[src/rtl/qdiv_seq_if.sv]
// Operand/result bundle for the sequential fixed-point divider.
// The master side issues work and the slave side returns results.
interface qdiv_seq_if #(
    parameter int N = 16
);
    logic         i_start;
    logic [N-1:0] i_dividend;
    logic [N-1:0] i_divisor;
    logic [N-1:0] o_quotient;
    logic         o_busy;
    logic         o_done;
    logic         o_ovr;
    logic         o_dbz;

    modport master (
        output i_start, i_dividend, i_divisor,
        input  o_quotient, o_busy, o_done, o_ovr, o_dbz
    );

    modport slave (
        input  i_start, i_dividend, i_divisor,
        output o_quotient, o_busy, o_done, o_ovr, o_dbz
    );
endinterface

[src/rtl/qdiv_seq.sv]
// Signed Q-format divider, restoring algorithm, one quotient bit per cycle.
// Magnitudes are divided unsigned; sign and saturation are applied at the end.
module qdiv_seq #(
    parameter int Q = 8,
    parameter int N = 16
) (
    input logic     i_clk,
    input logic     i_rst_n,
    qdiv_seq_if.slave bus
);
    localparam int W  = N + Q;
    localparam int CW = $clog2(W + 1);
    localparam logic [N-1:0] MAX_P = {1'b0, {(N-1){1'b1}}};
    localparam logic [N-1:0] MIN_P = {1'b1, {(N-2){1'b0}}, 1'b1};

    typedef enum logic [1:0] {IDLE, CALC, DONE} state_t;

    state_t        state;
    state_t        state_nx;
    logic          accept;
    logic          zero_div;
    logic [N-1:0]  mag_a;
    logic [N-1:0]  mag_b;
    logic [W-1:0]  num;
    logic [W-1:0]  quo;
    logic [N:0]    rem;
    logic [N-1:0]  div;
    logic [CW-1:0] cnt;
    logic          sign;
    logic          a_neg;
    logic          dbz_f;
    logic [N:0]    rem_sh;
    logic [N:0]    rem_sub;
    logic          q_bit;
    logic [N-1:0]  res_q;
    logic          res_ovr;

    assign accept   = bus.i_start && (state != CALC);
    assign zero_div = (bus.i_divisor == '0);
    assign mag_a    = bus.i_dividend[N-1] ? -bus.i_dividend : bus.i_dividend;
    assign mag_b    = bus.i_divisor[N-1]  ? -bus.i_divisor  : bus.i_divisor;

    always_ff @(posedge i_clk) begin
        if (!i_rst_n) state <= IDLE;
        else          state <= state_nx;
    end

    always_comb begin
        state_nx = state;
        unique case (state)
            IDLE: if (accept) state_nx = zero_div ? DONE : CALC;
            CALC: if (cnt == CW'(W - 1)) state_nx = DONE;
            DONE: begin
                if (accept) state_nx = zero_div ? DONE : CALC;
                else        state_nx = IDLE;
            end
            default: state_nx = IDLE;
        endcase
    end

    // Shifted partial remainder needs one extra bit before the compare.
    assign rem_sh  = {rem[N-1:0], num[W-1]};
    assign rem_sub = rem_sh - {1'b0, div};
    assign q_bit   = (rem_sh >= {1'b0, div});

    always_ff @(posedge i_clk) begin
        if (!i_rst_n) begin
            num   <= '0;
            quo   <= '0;
            rem   <= '0;
            div   <= '0;
            cnt   <= '0;
            sign  <= 1'b0;
            a_neg <= 1'b0;
            dbz_f <= 1'b0;
        end else if (accept) begin
            num   <= {mag_a, {Q{1'b0}}};
            quo   <= '0;
            rem   <= '0;
            div   <= mag_b;
            cnt   <= '0;
            sign  <= bus.i_dividend[N-1] ^ bus.i_divisor[N-1];
            a_neg <= bus.i_dividend[N-1];
            dbz_f <= zero_div;
        end else if (state == CALC) begin
            num <= num << 1;
            rem <= q_bit ? rem_sub : rem_sh;
            quo <= {quo[W-2:0], q_bit};
            cnt <= cnt + 1'b1;
        end
    end

    always_comb begin
        bus.o_busy = (state == CALC);
        res_ovr    = |quo[W-1:N-1];
        res_q      = sign ? -quo[N-1:0] : quo[N-1:0];
        if (dbz_f) begin
            res_ovr = 1'b0;
            res_q   = a_neg ? MIN_P : MAX_P;
        end else if (res_ovr) begin
            res_q = sign ? MIN_P : MAX_P;
        end
    end

    // Results are published one cycle after DONE; that edge wins over a clear.
    always_ff @(posedge i_clk) begin
        if (!i_rst_n) begin
            bus.o_quotient <= '0;
            bus.o_done     <= 1'b0;
            bus.o_ovr      <= 1'b0;
            bus.o_dbz      <= 1'b0;
        end else begin
            bus.o_done <= (state == DONE);
            if (state == DONE) begin
                bus.o_quotient <= res_q;
                bus.o_ovr      <= res_ovr;
                bus.o_dbz      <= dbz_f;
            end else if (accept) begin
                bus.o_ovr <= 1'b0;
                bus.o_dbz <= 1'b0;
            end
        end
    end
endmodule

[src/flat_wrapper.sv]
// flat-port wrapper written by rule: the top's interface ports become plain ports
module qdiv_seq_flat 
#(
    parameter int Q = 8,
    parameter int N = 16
)
  (i_clk, i_rst_n, bus_i_start, bus_i_dividend, bus_i_divisor, bus_o_quotient, bus_o_busy, bus_o_done, bus_o_ovr, bus_o_dbz);
  qdiv_seq_if #(.N(N)) bus_i ();
  input logic i_clk;
  input logic i_rst_n;
  input wire logic [$bits(bus_i.i_start)-1:0] bus_i_start;
  input wire logic [$bits(bus_i.i_dividend)-1:0] bus_i_dividend;
  input wire logic [$bits(bus_i.i_divisor)-1:0] bus_i_divisor;
  output wire logic [$bits(bus_i.o_quotient)-1:0] bus_o_quotient;
  output wire logic [$bits(bus_i.o_busy)-1:0] bus_o_busy;
  output wire logic [$bits(bus_i.o_done)-1:0] bus_o_done;
  output wire logic [$bits(bus_i.o_ovr)-1:0] bus_o_ovr;
  output wire logic [$bits(bus_i.o_dbz)-1:0] bus_o_dbz;
  assign bus_i.i_start = bus_i_start;
  assign bus_i.i_dividend = bus_i_dividend;
  assign bus_i.i_divisor = bus_i_divisor;
  assign bus_o_quotient = bus_i.o_quotient;
  assign bus_o_busy = bus_i.o_busy;
  assign bus_o_done = bus_i.o_done;
  assign bus_o_ovr = bus_i.o_ovr;
  assign bus_o_dbz = bus_i.o_dbz;
  qdiv_seq #(.Q(Q), .N(N)) u_core (.i_clk(i_clk), .i_rst_n(i_rst_n), .bus(bus_i));
endmodule
[config.mk]
export PLATFORM = sky130hd
export DESIGN_NAME = qdiv_seq_flat
export DESIGN_NICKNAME = d
export VERILOG_FILES = /design/src/rtl/qdiv_seq_if.sv /design/src/rtl/qdiv_seq.sv /design/src/flat_wrapper.sv
export SDC_FILE = /design/constraint.sdc
export NUM_CORES = 1
export LEC_CHECK = 0
export ABC_AREA = 1
export CAP_MARGIN = 20
export CORE_MARGIN = 2
export CORE_UTILIZATION = 45
export CTS_BUF_LIST = sky130_fd_sc_hd__clkbuf_4
export DETAILED_ROUTE_END_ITERATION = 10
export GPL_TIMING_DRIVEN = 1
export SYNTH_ARGS = -nofsm -noshare
export SYNTH_HDL_FRONTEND = slang
export SYNTH_SLANG_ARGS = --single-unit
[constraint.sdc]
create_clock -name i_clk -period 2 [get_ports i_clk]
set_input_delay 0.6 -clock i_clk [delete_from_list [all_inputs] [get_ports i_clk]]
set_output_delay 0.6 -clock i_clk [all_outputs]
set_load 0.03 [all_outputs]
==> results of run 1 <==
## worst paths after layout
path | from | to | slack, ns | cells past startpoint
setup reg to reg | u_core.num[23] | u_core.rem[12] | 0.12 | 14
hold / removal | u_core.a_neg | u_core.a_neg | 0.47 | 2
setup / recovery | u_core.num[23] | u_core.rem[12] | 0.12 | 14
hold reg to reg | u_core.a_neg | u_core.a_neg | 0.47 | 2
## cells in the final DEF, fill, tap and decap left out, types with 8 or more instances in the layout
cell / n
nor2_2: 8
dlygate4sd2_1: 19
nor2_1: 57
o22ai_1: 17
nand3_2: 13
buf_4: 73
o21ai_0: 44
a21oi_2: 11
clkdlybuf4s50_1: 32
ha_4: 12
dfxtp_2: 8
inv_2: 14
dfxtp_1: 92
nand2_1: 268
nand4_1: 10
a21oi_1: 87
nor3_1: 16
clkbuf_4: 10
nand3_1: 53
xnor2_1: 10
inv_1: 121
nand2_2: 19
nand3b_1: 12
## stage by stage
step | hold slack (ns) | setup WS (ns) | cells | TNS [ns]
floorplan | 0.427 | 0.136 | 968 | 0
global route | 0.477 | -0.0158 | 1262 | -0.0518
detailed placement | 0.447 | -0.371 | 1243 | -4.81
global placement | 0.444 | -0.341 | 1243 | -4.29
finish | 0.466 | 0.121 | 1262 | 0
CTS | 0.468 | 0.0292 | 1260 | 0
## critical path, cell delays in order, from the launching register on
cell     delay, ns
dfxtp_2       0.36
inv_1         0.07
ha_2          0.18
fa_2          0.33
inv_1         0.10
nand3_2       0.08
nand3_2       0.11
buf_4         0.12
nand3_1       0.09
nand3_1       0.09
nand2_1       0.05
nand2_1       0.08
nand2_2       0.05
nand3_2       0.05
a21oi_2       0.04
## synthesized netlist by cell type (12+ instances only)
cell,n,area share
nand2_1,273,0.16
clkbuf_1,18,0.011
a21oi_1,88,0.070
nand2_2,15,0.015
dfxtp_1,101,0.32
inv_1,127,0.075
nand3_1,56,0.044
o21ai_0,45,0.036
nor3_1,17,0.013
nor2_1,60,0.036
ha_1,20,0.040
nand3b_1,12,0.014
o22ai_1,17,0.017
## per-layer routing
metal | GRT usage | vias up | wire, um
li1 | - | 3351 | -
met3 | 0.0469 | 10 | 534
met5 | 0 | - | 0
met1 | 0.309 | 2810 | 8110
met4 | 0.0424 | 0 | 179
met2 | 0.369 | 95 | 7620
## area by class of cell
class,count,share of cell area
Sequential cell,101,0.258
Inverter,136,0.0647
Clock inverter,6,0.00571
Multi-Input combinational cell,697,0.485
Tap cell,180,0.0285
Timing Repair Buffer,132,0.148
Clock buffer,10,0.00952
## cell families after synthesis
family	count (synthesis)	synth area share
simple gates	476	0.344
compound gates	184	0.163
buf+inv	170	0.109
flops	101	0.319
fa+ha+maj	21	0.0427
xor+xnor	16	0.0221
## power breakdown
group,switching (mW),leakage (nW),internal (mW)
combinational,1.87,2.63,1.39
clock,0.716,0.0615,0.279
sequential,0.0827,0.825,2.13
## repair_timing
| item | in CTS | in global routing |
|---|---|---|
| cloned | 0 | 0 |
| pin swaps | 1 | 9 |
| gates resized for setup | 20 | 52 |
| endpoints found under the setup margin | 21 | 20 |
| setup buffers | 1 | 2 |
## sequential cells by signal (all words and copies together), names as in the netlist
name                   cells
u_core.bus.o_dbz           1
u_core.state               2
u_core.dbz_f               1
u_core.bus.o_quotient     16
u_core.cnt                 5
u_core.num                16
u_core.quo                24
u_core.sign                1
u_core.div                16
u_core.rem                16
u_core.bus.o_done          1
u_core.a_neg               1
u_core.bus.o_ovr           1
==> out/results.tsv, run 1 <==
metric	value	unit
DRC viols	0	
first-pass GRT wire length	27100	um
Post-synth EDFFs	0	
overall power	6.46	mW
Congestion Overflow GR	0	
Max Slew Vio Count	0	
FF+latch area	0.00204	mm^2
CTS Hold Buffers Added	0	
Hold WC Path Type	reg -> reg	
H-Tree Depth	3	
setup violators final	0	
status	finished clean	
synth unique cells	46	
post-layout util	0.571	
Peak VDD IR	592	uV
area of the multi-input gates	0.00383	mm^2
crit start category	register	
Post-DP Area	0.00754	mm^2
total track usage	0.226	
core area	0.0138	mm^2
Seq/Total Area, Yosys	0.319	
Avg Inst Size Synth	6.54	um^2
Port Buf Inserts	54	
Yosys warning count	0	
Die X	123	um
Initial Util	0.458	
worst skew pair latency	0.48	ns
Cell Pwr Density	819	mW/mm^2
Ant. Diodes	0	
crit end category	register	
Fillers	1378	
via count	6266	
worst setup path class	reg -> reg	
Syn Inst Count	968	
WL per Instance	13.0	um
io pins	55	
Tcrit/Tclk final	0.940	
Fmax	532	MHz
initial antenna violation count	0	
Die Span Y	123	um
Final Hold Violating Endpoints	0	
CTS Buf Count	9	
leakage	3.52	nW
top_reg_cell synth	dfxtp_1	
Worst EP required	2.39	ns
cell area after layout	0.00789	mm^2
CTS root buffer	clkbuf_4	
Die Area	0.0150	mm^2
placed wire-length estimate	12200	um
Max Root-Sink Buffers	2	
nets@finish	1133	
routability congestion estimate	0.909	
relative slew slack	0.614	
synth-to-layout area growth	24.6	%
Iter 0 DRT Violations	343	
Worst Skew	0.0151	ns
Slew @ Worst Pin	0.572	ns
total wire length	16400	um
Max Cap Viol	0	
largest net degree at the start of global routing	33	
flops & latches, synth	101	
clock slew at reported path FFs	0.16	ns
Post-Syn Nets	1024	
post-synthesis cell area	0.00633	mm^2
layout cells sized above 1	0.185	
Rows	43	
clk sinks	101	
fin crit period	1.88	ns
ys async rst share	0	
Data arrival, critical path	2.27	ns
TritonRoute pass-1 iters	5	
vias per cell	4.97	
crit path max fanout	3	
CTS tree	built	
vias in the first global route	5607	
antenna-violating nets left	0	
Power figures use the tool's default switching activity.
==> run 2: changes to the inputs <==
SKIP_CTS_REPAIR_TIMING = 1   (was unset)
==> run 2 against run 1 <==
  * Clock power about the same
  * Via count increased by 1.3%
  * Critical path depth fell by 2
  * Worst hold slack hardly changed
  * Fmax decreased by 1.5%
  * Cell area is 3.1% higher
  * Non-clock buffer count rose by 8
  * Combinational power is 12% higher
  * Core utilization is 1.8 points higher
==> out/results.tsv, run 2 (same netlist as run 1, synthesis figures left out) <==
metric	value	unit	change
Port Buf Inserts	54		unchanged
layout cells sized above 1	0.206		+0.0216
Max Cap Viol	0		unchanged
total wire length	16700	um	+1.7%
Hold WC Path Type	reg -> reg		
Initial Util	0.458		unchanged
FF-to-FF setup slack	0.09	ns	-0.03 ns
worst setup path class	reg -> reg		
Data arrival, critical path	2.32	ns	+0.05 ns
Die X	123	um	unchanged
nets@finish	1141		+0.71%
Die Span Y	123	um	unchanged
CP delay by family, top	simple AND/OR/NAND/NOR gates		
Setup WS post-layout	0.0912	ns	-0.0296 ns
WL per Instance	13.2	um	+1.0%
clock slew at reported path FFs	0.15	ns	about the same
max reg flops	24		unchanged
CTS tree	built		
vias per cell	5.00		+0.67%
Ant. Diodes	0		unchanged
Slew @ Worst Pin	0.576	ns	+0.00445 ns
cell area after layout	0.00813	mm^2	+3.1%
TritonRoute pass-1 iters	5		unchanged
H-Tree Depth	3		unchanged
Fmax	524	MHz	-1.5%
overall power	6.85	mW	+6.1%
crit end category	register		
Die Area	0.0150	mm^2	unchanged
core area	0.0138	mm^2	unchanged
leakage	3.84	nW	+9.2%
commonest cells after routing, fill and taps aside	nand2_1 (264), inv_1 (118), a21oi_1 (87)		
Peak VDD IR	702	uV	+19%
antenna-violating nets left	0		unchanged
delay of the slowest cell on the worst path	0.34	ns	-0.02 ns
largest net degree at the start of global routing	33		unchanged
via count	6348		+1.3%
Final Hold Violating Endpoints	0		unchanged
setup violators final	0		unchanged
Iter 0 DRT Violations	331		-3.5%
first-pass GRT wire length	26900	um	-0.76%
Max Root-Sink Buffers	2		unchanged
Critical Path, Cell by Cell	inv_1 > ha_4 > nand2_1 > nor2_2 > nand2_1 > nor2_4 > nor2_4 > buf_4 > buf_4 > nand3b_1 > nand3_2 > a21oi_2		
Worst EP required	2.41	ns	+0.02 ns
fin crit period	1.91	ns	+0.0296 ns
routability congestion estimate	0.909		unchanged
Congestion Overflow GR	0		unchanged
total track usage	0.223		-0.00226
Max Slew Vio Count	0		unchanged
relative slew slack	0.611		-0.00301
vias in the first global route	5577		-0.54%
status	finished clean		
synth-to-layout area growth	28.4	%	
placed wire-length estimate	12200	um	unchanged
Post-DP Area	0.00754	mm^2	unchanged
DRC viols	0		unchanged
Rows	43		unchanged
worst skew pair latency	0.48	ns	about the same
io pins	55		unchanged
CP bufs+invs	3		unchanged
crit path max fanout	4		+1
largest register by flop count	u_core.quo		
Setup WS pre-CTS	-0.371	ns	unchanged
CTS Buf Count	9		unchanged
commonest non-fill, non-tap cell in the layout	nand2_1		
initial antenna violation count	0		unchanged
CTS root buffer	clkbuf_4		
clk sinks	101		unchanged
Crit-path slowest cell	dfxtp_1		
Tcrit/Tclk final	0.954		+0.0148
crit start category	register		
Worst Skew	0.0160	ns	+0.000865 ns
Cell Pwr Density	843	mW/mm^2	+2.9%
post-layout util	0.588		+0.0177
-- run 2: cell types whose count changed in the layout (fill, tap and decap cells not counted), sizes merged --
cell,before,now
dlygate4sd2,19,0
clkbuf,10,11
buf,79,86
dlymetal6s2s,2,21
-- run 2: layer usage --
| layer | vias up | wire, um | global-route usage |
|---|---|---|---|
| met1 | 2882 | 8250 | 0.307 |
| met4 | 0 | 142 | 0.0374 |
| li1 | 3366 | - | - |
| met2 | 90 | 7840 | 0.366 |
| met3 | 10 | 488 | 0.0465 |
| met5 | - | 0 | 0 |
-- run 2: area by class of cell --
cell class                      count  area, um^2
Multi-Input combinational cell    697        3900
Sequential cell                   101        2050
Fill cell                        1341        5690
Clock inverter                      6        45.0
Timing Repair Buffer              140        1330
Inverter                          136         510
Clock buffer                       10        75.1
Tap cell                          180         225
-- run 2: path summary, 6_finish.rpt --
path	depth (start not counted)	to	startpoint
worst max-delay path	12	u_core.rem[3]	u_core.div[11]
worst min-delay path	2	u_core.a_neg	u_core.a_neg
worst max register to register	12	u_core.rem[3]	u_core.div[11]
worst min register to register	2	u_core.a_neg	u_core.a_neg
-- run 2: power by group --
group | switching (mW) | internal [mW]
clock network | 0.719 | 0.279
logic | 2.00 | 1.63
registers | 0.0882 | 2.13
-- run 2: worst register-to-register path: cells and delay by family, from the launching register on --
family / cells / cell delay, ns
AO/OA/AOI/OAI: 1 / 0.11
adder cells (fa/ha/maj): 1 / 0.31
AND/OR/NAND/NOR: 7 / 0.76
buffers and inverters: 3 / 0.35
flip-flops: 1 / 0.34
-- run 2: through the flow --
stage	TNS (ns)	instances	hold WS, ns
finish	0	1270	0.466
global route	-0.123	1270	0.477
CTS	-2.90	1259	0.468
detailed placement	-4.81	1243	0.447
global placement	-4.29	1243	0.444
floorplan	0	968	0.427
==> RTL change 1 (config.mk and constraints of run 1) <==
`N` is set to 16 in 3 places; all go to 8.
--- a/src/rtl/qdiv_seq_if.sv
+++ b/src/rtl/qdiv_seq_if.sv
@@ -1,7 +1,7 @@
 // Operand/result bundle for the sequential fixed-point divider.
 // The master side issues work and the slave side returns results.
 interface qdiv_seq_if #(
-    parameter int N = 16
+    parameter int N = 8
 );
     logic         i_start;
     logic [N-1:0] i_dividend;
--- a/src/rtl/qdiv_seq.sv
+++ b/src/rtl/qdiv_seq.sv
@@ -2,7 +2,7 @@
 // Magnitudes are divided unsigned; sign and saturation are applied at the end.
 module qdiv_seq #(
     parameter int Q = 8,
-    parameter int N = 16
+    parameter int N = 8
 ) (
     input logic     i_clk,
     input logic     i_rst_n,
--- a/src/flat_wrapper.sv
+++ b/src/flat_wrapper.sv
@@ -2,7 +2,7 @@
 module qdiv_seq_flat 
 #(
     parameter int Q = 8,
-    parameter int N = 16
+    parameter int N = 8
 )
   (i_clk, i_rst_n, bus_i_start, bus_i_dividend, bus_i_divisor, bus_o_quotient, bus_o_busy, bus_o_done, bus_o_ovr, bus_o_dbz);
   qdiv_seq_if #(.N(N)) bus_i ();
Interface: changed (resized bus_i_dividend, bus_i_divisor and bus_o_quotient); port bits go from 55 to 31. No check against the original RTL was run, so the function may have changed too.
==> RTL change 1 against run 1 <==
- sequential power fell by 41%
- sequential share of layout area up 4.8 points
- sequential cell count is 40 lower
- synthesized area fell by 47%
- count of clock-buffer cells in the layout is 1 lower
- final area shrank 49%
- routed wire length decreased by 53%
- power is 52% lower
- worst setup slack improved by 0.029 ns
- clock power decreased by 12%
- maximum frequency increased by 1.6%
- via count is 49% lower
- critical endpoint is now bus_o_busy
- largest cell class unchanged
- highest routed layer unchanged
==> RTL change 1: results (changes against run 1) <==
----------------------------------------------------
[Logic synthesis]
  Post-Synth XOR/XNOR Area ... 2.35% (+0.14 points)
  Area contributors post-synth ... sky130_fd_sc_hd__dfxtp_1 36%, sky130_fd_sc_hd__nand2_1 15%, sky130_fd_sc_hd__inv_1 7.6%
  Synthesized Nets ... 531 (-48%)
  Commonest cells post-synth ... 135 x sky130_fd_sc_hd__nand2_1, 68 x sky130_fd_sc_hd__inv_1, 61 x sky130_fd_sc_hd__dfxtp_1
  Compound-gate portion of the synthesized area ... 14.9% (-1.4 points)
  Post-synthesis sequential area ratio ... 36.4% (+4.5 points)
  Adder-cell share of the synthesized area ... 5.45% (+1.2 points)
  Synth unique cells ... 40 (-13%)

[Drt]
  Final wirelength ... 7.73 mm (-53%)
  Number of iterations in the first detailed-routing pass ... 4 (-1)

[Critical path]
  Data arrival time at the worst-slack endpoint ... 1.25 ns (-1.02 ns)
  Depth of the worst register-to-register path ... 11 (-3)
  Category of cells accounting for the largest share of critical-path delay ... flip-flops
  Largest fanout of any net on the critical path ... 7 (+4)
  Worst-path cell with the longest stage delay ... sky130_fd_sc_hd__dfxtp_1

[Placed design]
  Setup Slack @ Placement ... -0.00845 ns (+0.363 ns)
  Placed Area ... 3850 um2 (-49%)
  Post-DP HPWL ... 5.69 mm (-53%)

[Cells and area]
  Area occupied by multi-input gates ... 1790 um2 (-53%)
  Total Nets Final ... 576 (-49%)

[Power and ir drop]
  Cell leakage power ... 1.79 nW (-49%)
  Maximum VDD drop ... 0.599 mV (+1.2%)

[Run status]
  Run status ... completed

[Global route]
  Wire length of the first global-routing pass ... 13.8 mm (-49%)
  Number of global-route vias before repair ... 3,128 (-44%)

[Clock network]
  Clk_lat worst skew ... 0.40 ns (-0.08 ns)
  Clock transition at the registers of the reported paths ... 0.12 ns (-0.04 ns)

[Die]
  Die area ... 8160 um2 (-46%)

[STA]
  Worst slew margin relative to its limit ... 74.6% (+13 points)

----------------------------------------------------
[RTL change 1: cell count changes in the layout (fill, tap and decap cells not counted), sizes merged, moves of 25 or more]
cell | before | now
nand2 | 290 | 137
inv | 138 | 73
a21oi | 98 | 49
dfxtp | 101 | 61
o21ai | 51 | 26
nor2 | 72 | 36
nand3 | 66 | 41
buf | 79 | 21
[RTL change 1: final timing paths]
path	startpoint	end	slack [ns]
worst max-delay path	u_core.state[0]$_SDFFE_PN0P_	bus_o_busy	0.15
worst min-delay path	u_core.bus.o_quotient[7]$_SDFFE_PN0P_	u_core.bus.o_quotient[7]$_SDFFE_PN0P_	0.47
worst max register to register	u_core.div[6]$_SDFFE_PN0N_	u_core.rem[5]$_SDFFE_PP0P_	0.26
worst min register to register	u_core.bus.o_quotient[7]$_SDFFE_PN0P_	u_core.bus.o_quotient[7]$_SDFFE_PN0P_	0.47
[RTL change 1: kinds of logic (layout without fill, tap and decap cells)]
| logic type | count (synthesis) | in the layout |
|---|---|---|
| DFF | 61 | 61 |
| xor gates and xnor gates | 9 | 9 |
| adders and majority gates | 14 | 14 |
| buffers and inverters | 87 | 137 |
| and+or+nand+nor | 235 | 235 |
| AOI/OAI and AO/OA | 92 | 92 |
[RTL change 1: repair_timing]
item,CTS,global route
pin swaps,0,0
endpoints found under the setup margin,10,3
hold buffers,0,0
setup buffers,0,0
gates resized for setup,10,3
[RTL change 1: routing by layer]
layer	track usage, %	routed length, um
met3	3.59	254
met2	33.4	3510
met5	0	0
met4	9.10	112
met1	26.5	3860
[RTL change 1: cell type report]
cell class,instances,share of cell area (%)
multi-input cells,350,44.8
inverters,71,6.68
flip-flops and latches,61,30.6
clock inverters,7,1.85
clock buffers,9,1.69
well taps,99,3.10
repair buffers,50,11.3
[RTL change 1: power breakdown]
group / switching [mW] / total [mW] / internal, mW / leakage, nW
logic: 0.548 / 0.898 / 0.349 / 1.21
clock network: 0.492 / 0.879 / 0.387 / 0.0767
registers: 0.0338 / 1.30 / 1.27 / 0.495
[RTL change 1: through the flow]
stage	setup TNS, ns	cells
after floorplan	0	498
after global placement	-0.00431	631
after detailed placement	-0.00845	631
after CTS	0	647
after global routing	0	647
final	0	647
[RTL change 1: worst register-to-register path, stage by stage, from the launching register on]
cell and delay [ns]:
sky130_fd_sc_hd__dfxtp_1 0.32, sky130_fd_sc_hd__inv_1 0.05, sky130_fd_sc_hd__ha_1 0.36, sky130_fd_sc_hd__nand2_1 0.08
sky130_fd_sc_hd__nand2_1 0.09, sky130_fd_sc_hd__a21oi_2 0.21, sky130_fd_sc_hd__nand4_4 0.21, sky130_fd_sc_hd__inv_2 0.14
sky130_fd_sc_hd__nand2_1 0.06, sky130_fd_sc_hd__nand3_1 0.07, sky130_fd_sc_hd__nand2_1 0.06, sky130_fd_sc_hd__inv_1 0.05
==> RTL change 2 (settings of run 1) <==
Made on the original files. The 3 states of `state_t` get a one-hot encoding in 3 bits.
--- a/src/rtl/qdiv_seq.sv
+++ b/src/rtl/qdiv_seq.sv
@@ -13,7 +13,7 @@
     localparam logic [N-1:0] MAX_P = {1'b0, {(N-1){1'b1}}};
     localparam logic [N-1:0] MIN_P = {1'b1, {(N-2){1'b0}}, 1'b1};
 
-    typedef enum logic [1:0] {IDLE, CALC, DONE} state_t;
+    typedef enum logic [2:0] {IDLE = 3'b001, CALC = 3'b010, DONE = 3'b100} state_t;
 
     state_t        state;
     state_t        state_nx;
Function: no difference found for any inputs over 10 cycles, from zero or initial values and one cycle with i_rst_n low; not proved beyond that.
==> RTL change 2 against run 1 <==
- non-clock buffer count fell by 7
- synthesized area rose by 0.18%
- maximum frequency fell by 2.6%
- global-route usage rose by 0.24 points
- routed wire length barely moved
- critical endpoint is now u_core.rem[8]$_SDFFE_PP0P_
- sequential cell count rose by 1
- count of clock-buffer cells in the layout did not move
- worst setup slack got worse by 0.050 ns
- final area rose by 0.36%
- sequential share of layout area rose by 0.080 points
Power is not compared: it rests on default switching activity, and its combinational part moved more than twofold at a synthesized area within 25%.
==> RTL change 2: results (changes against run 1) <==
----------------------------------------------------
[STA]
  Final worst path period need ... 1.93 ns (+0.0504 ns)
  Worst slew margin relative to its limit ... 65.5% (+4.2 points)
  Fin Clk Skew ... 0.0165 ns (+0.00137 ns)

[Placed design]
  Post-DP HPWL ... 12.1 mm (-1.2%)
  Placed Area ... 7520 um2 (-0.22%)
  Final RePlAce weighted congestion ... 0.904 (-0.47%)
  Number of cells after detailed placement ... 1,233 (-0.80%)
  Setup Slack @ Placement ... -0.357 ns (+0.0141 ns)

[Critical path]
  Critical Path Sink ... u_core.rem[8]$_SDFFE_PP0P_
  Largest fanout of any net on the critical path ... 8 (+5)
  Startpoint of the worst-slack reg-to-reg timing path ... u_core.div[3]$_SDFFE_PN0N_
  Internal reg-to-reg setup slack ... 0.07 ns (-0.05 ns)
  Depth of the worst register-to-register path ... 12 (-2)

[Logic synthesis]
  Syn avg cell area ... 6.55 um2 (+0.18%)
  Synth unique cells ... 47 (+2.2%)
  Compound-gate portion of the synthesized area ... 15.6% (-0.72 points)
  Area contributors post-synth ... sky130_fd_sc_hd__dfxtp_1 32%, sky130_fd_sc_hd__nand2_1 16%, sky130_fd_sc_hd__inv_1 7.6%
  Post-synthesis sequential area ratio ... 32.2% (+0.26 points)
  Adder-cell share of the synthesized area ... 4.26% (-0.0076 points)
  Post-Synth XOR/XNOR Area ... 2.35% (+0.13 points)

[Drt]
  Post-DR vias/cell ... 5.02 (+1.1%)
  Initial DRC count ... 304 (-11%)
  Detail-routed net length per standard cell ... 13.1 um (+0.79%)

[Cells and area]
  Proportion of layout cells with a drive suffix above 1 ... 16.2% (-2.2 points)
  End-of-flow core utilization ... 57.3% (+0.21 points)
  Total Nets Final ... 1,123 (-0.88%)
  Non-filler instance count after layout ... 1,251 (-0.87%)
  Fill cell total of the finished layout ... 1,408 (+2.2%)

[Global route]
  Overall routing resource usage ... 22.8% (+0.24 points)
  Number of global-route vias before repair ... 5,824 (+3.9%)
  Largest net degree at the start of global routing ... 61 (+85%)

[Run status]
  Run status ... completed

[Worst hold path]
  Startpoint of the tightest hold check path ... u_core.bus.o_quotient[15]$_SDFFE_PN0P_

[Clock network]
  Number of setup buffers added after CTS ... 0 (-1)
  CTS resizes ... 22 (+10%)

----------------------------------------------------
## RTL change 2: cell type report
cell class	instances	share of cell area, %
Clock buffer	10	0.948
Inverter	133	6.37
Clock inverter	5	1.06
Tap cell	180	2.84
Timing Repair Buffer	125	14.4
Sequential cell	102	25.9
Multi-Input combinational cell	696	48.5
## RTL change 2: routing by layer
metal | share of wire, % | wire length [um] | up-vias | track usage (%)
li1 | - | - | 3341 | -
met1 | 51 | 8370 | 2833 | 31.1
met2 | 44 | 7310 | 82 | 37.4
met3 | 2.7 | 443 | 21 | 3.02
met4 | 1.9 | 305 | 0 | 6.90
met5 | 0 | 0 | - | 0
## RTL change 2: logic make-up (layout without fill, tap and decap cells)
family / after synthesis / count (layout)
DFF: 102 / 102
AOI/OAI and AO/OA: 173 / 173
xor gates and xnor gates: 17 / 17
adders and majority gates: 21 / 21
and+or+nand+nor: 485 / 485
buffers and inverters: 170 / 273
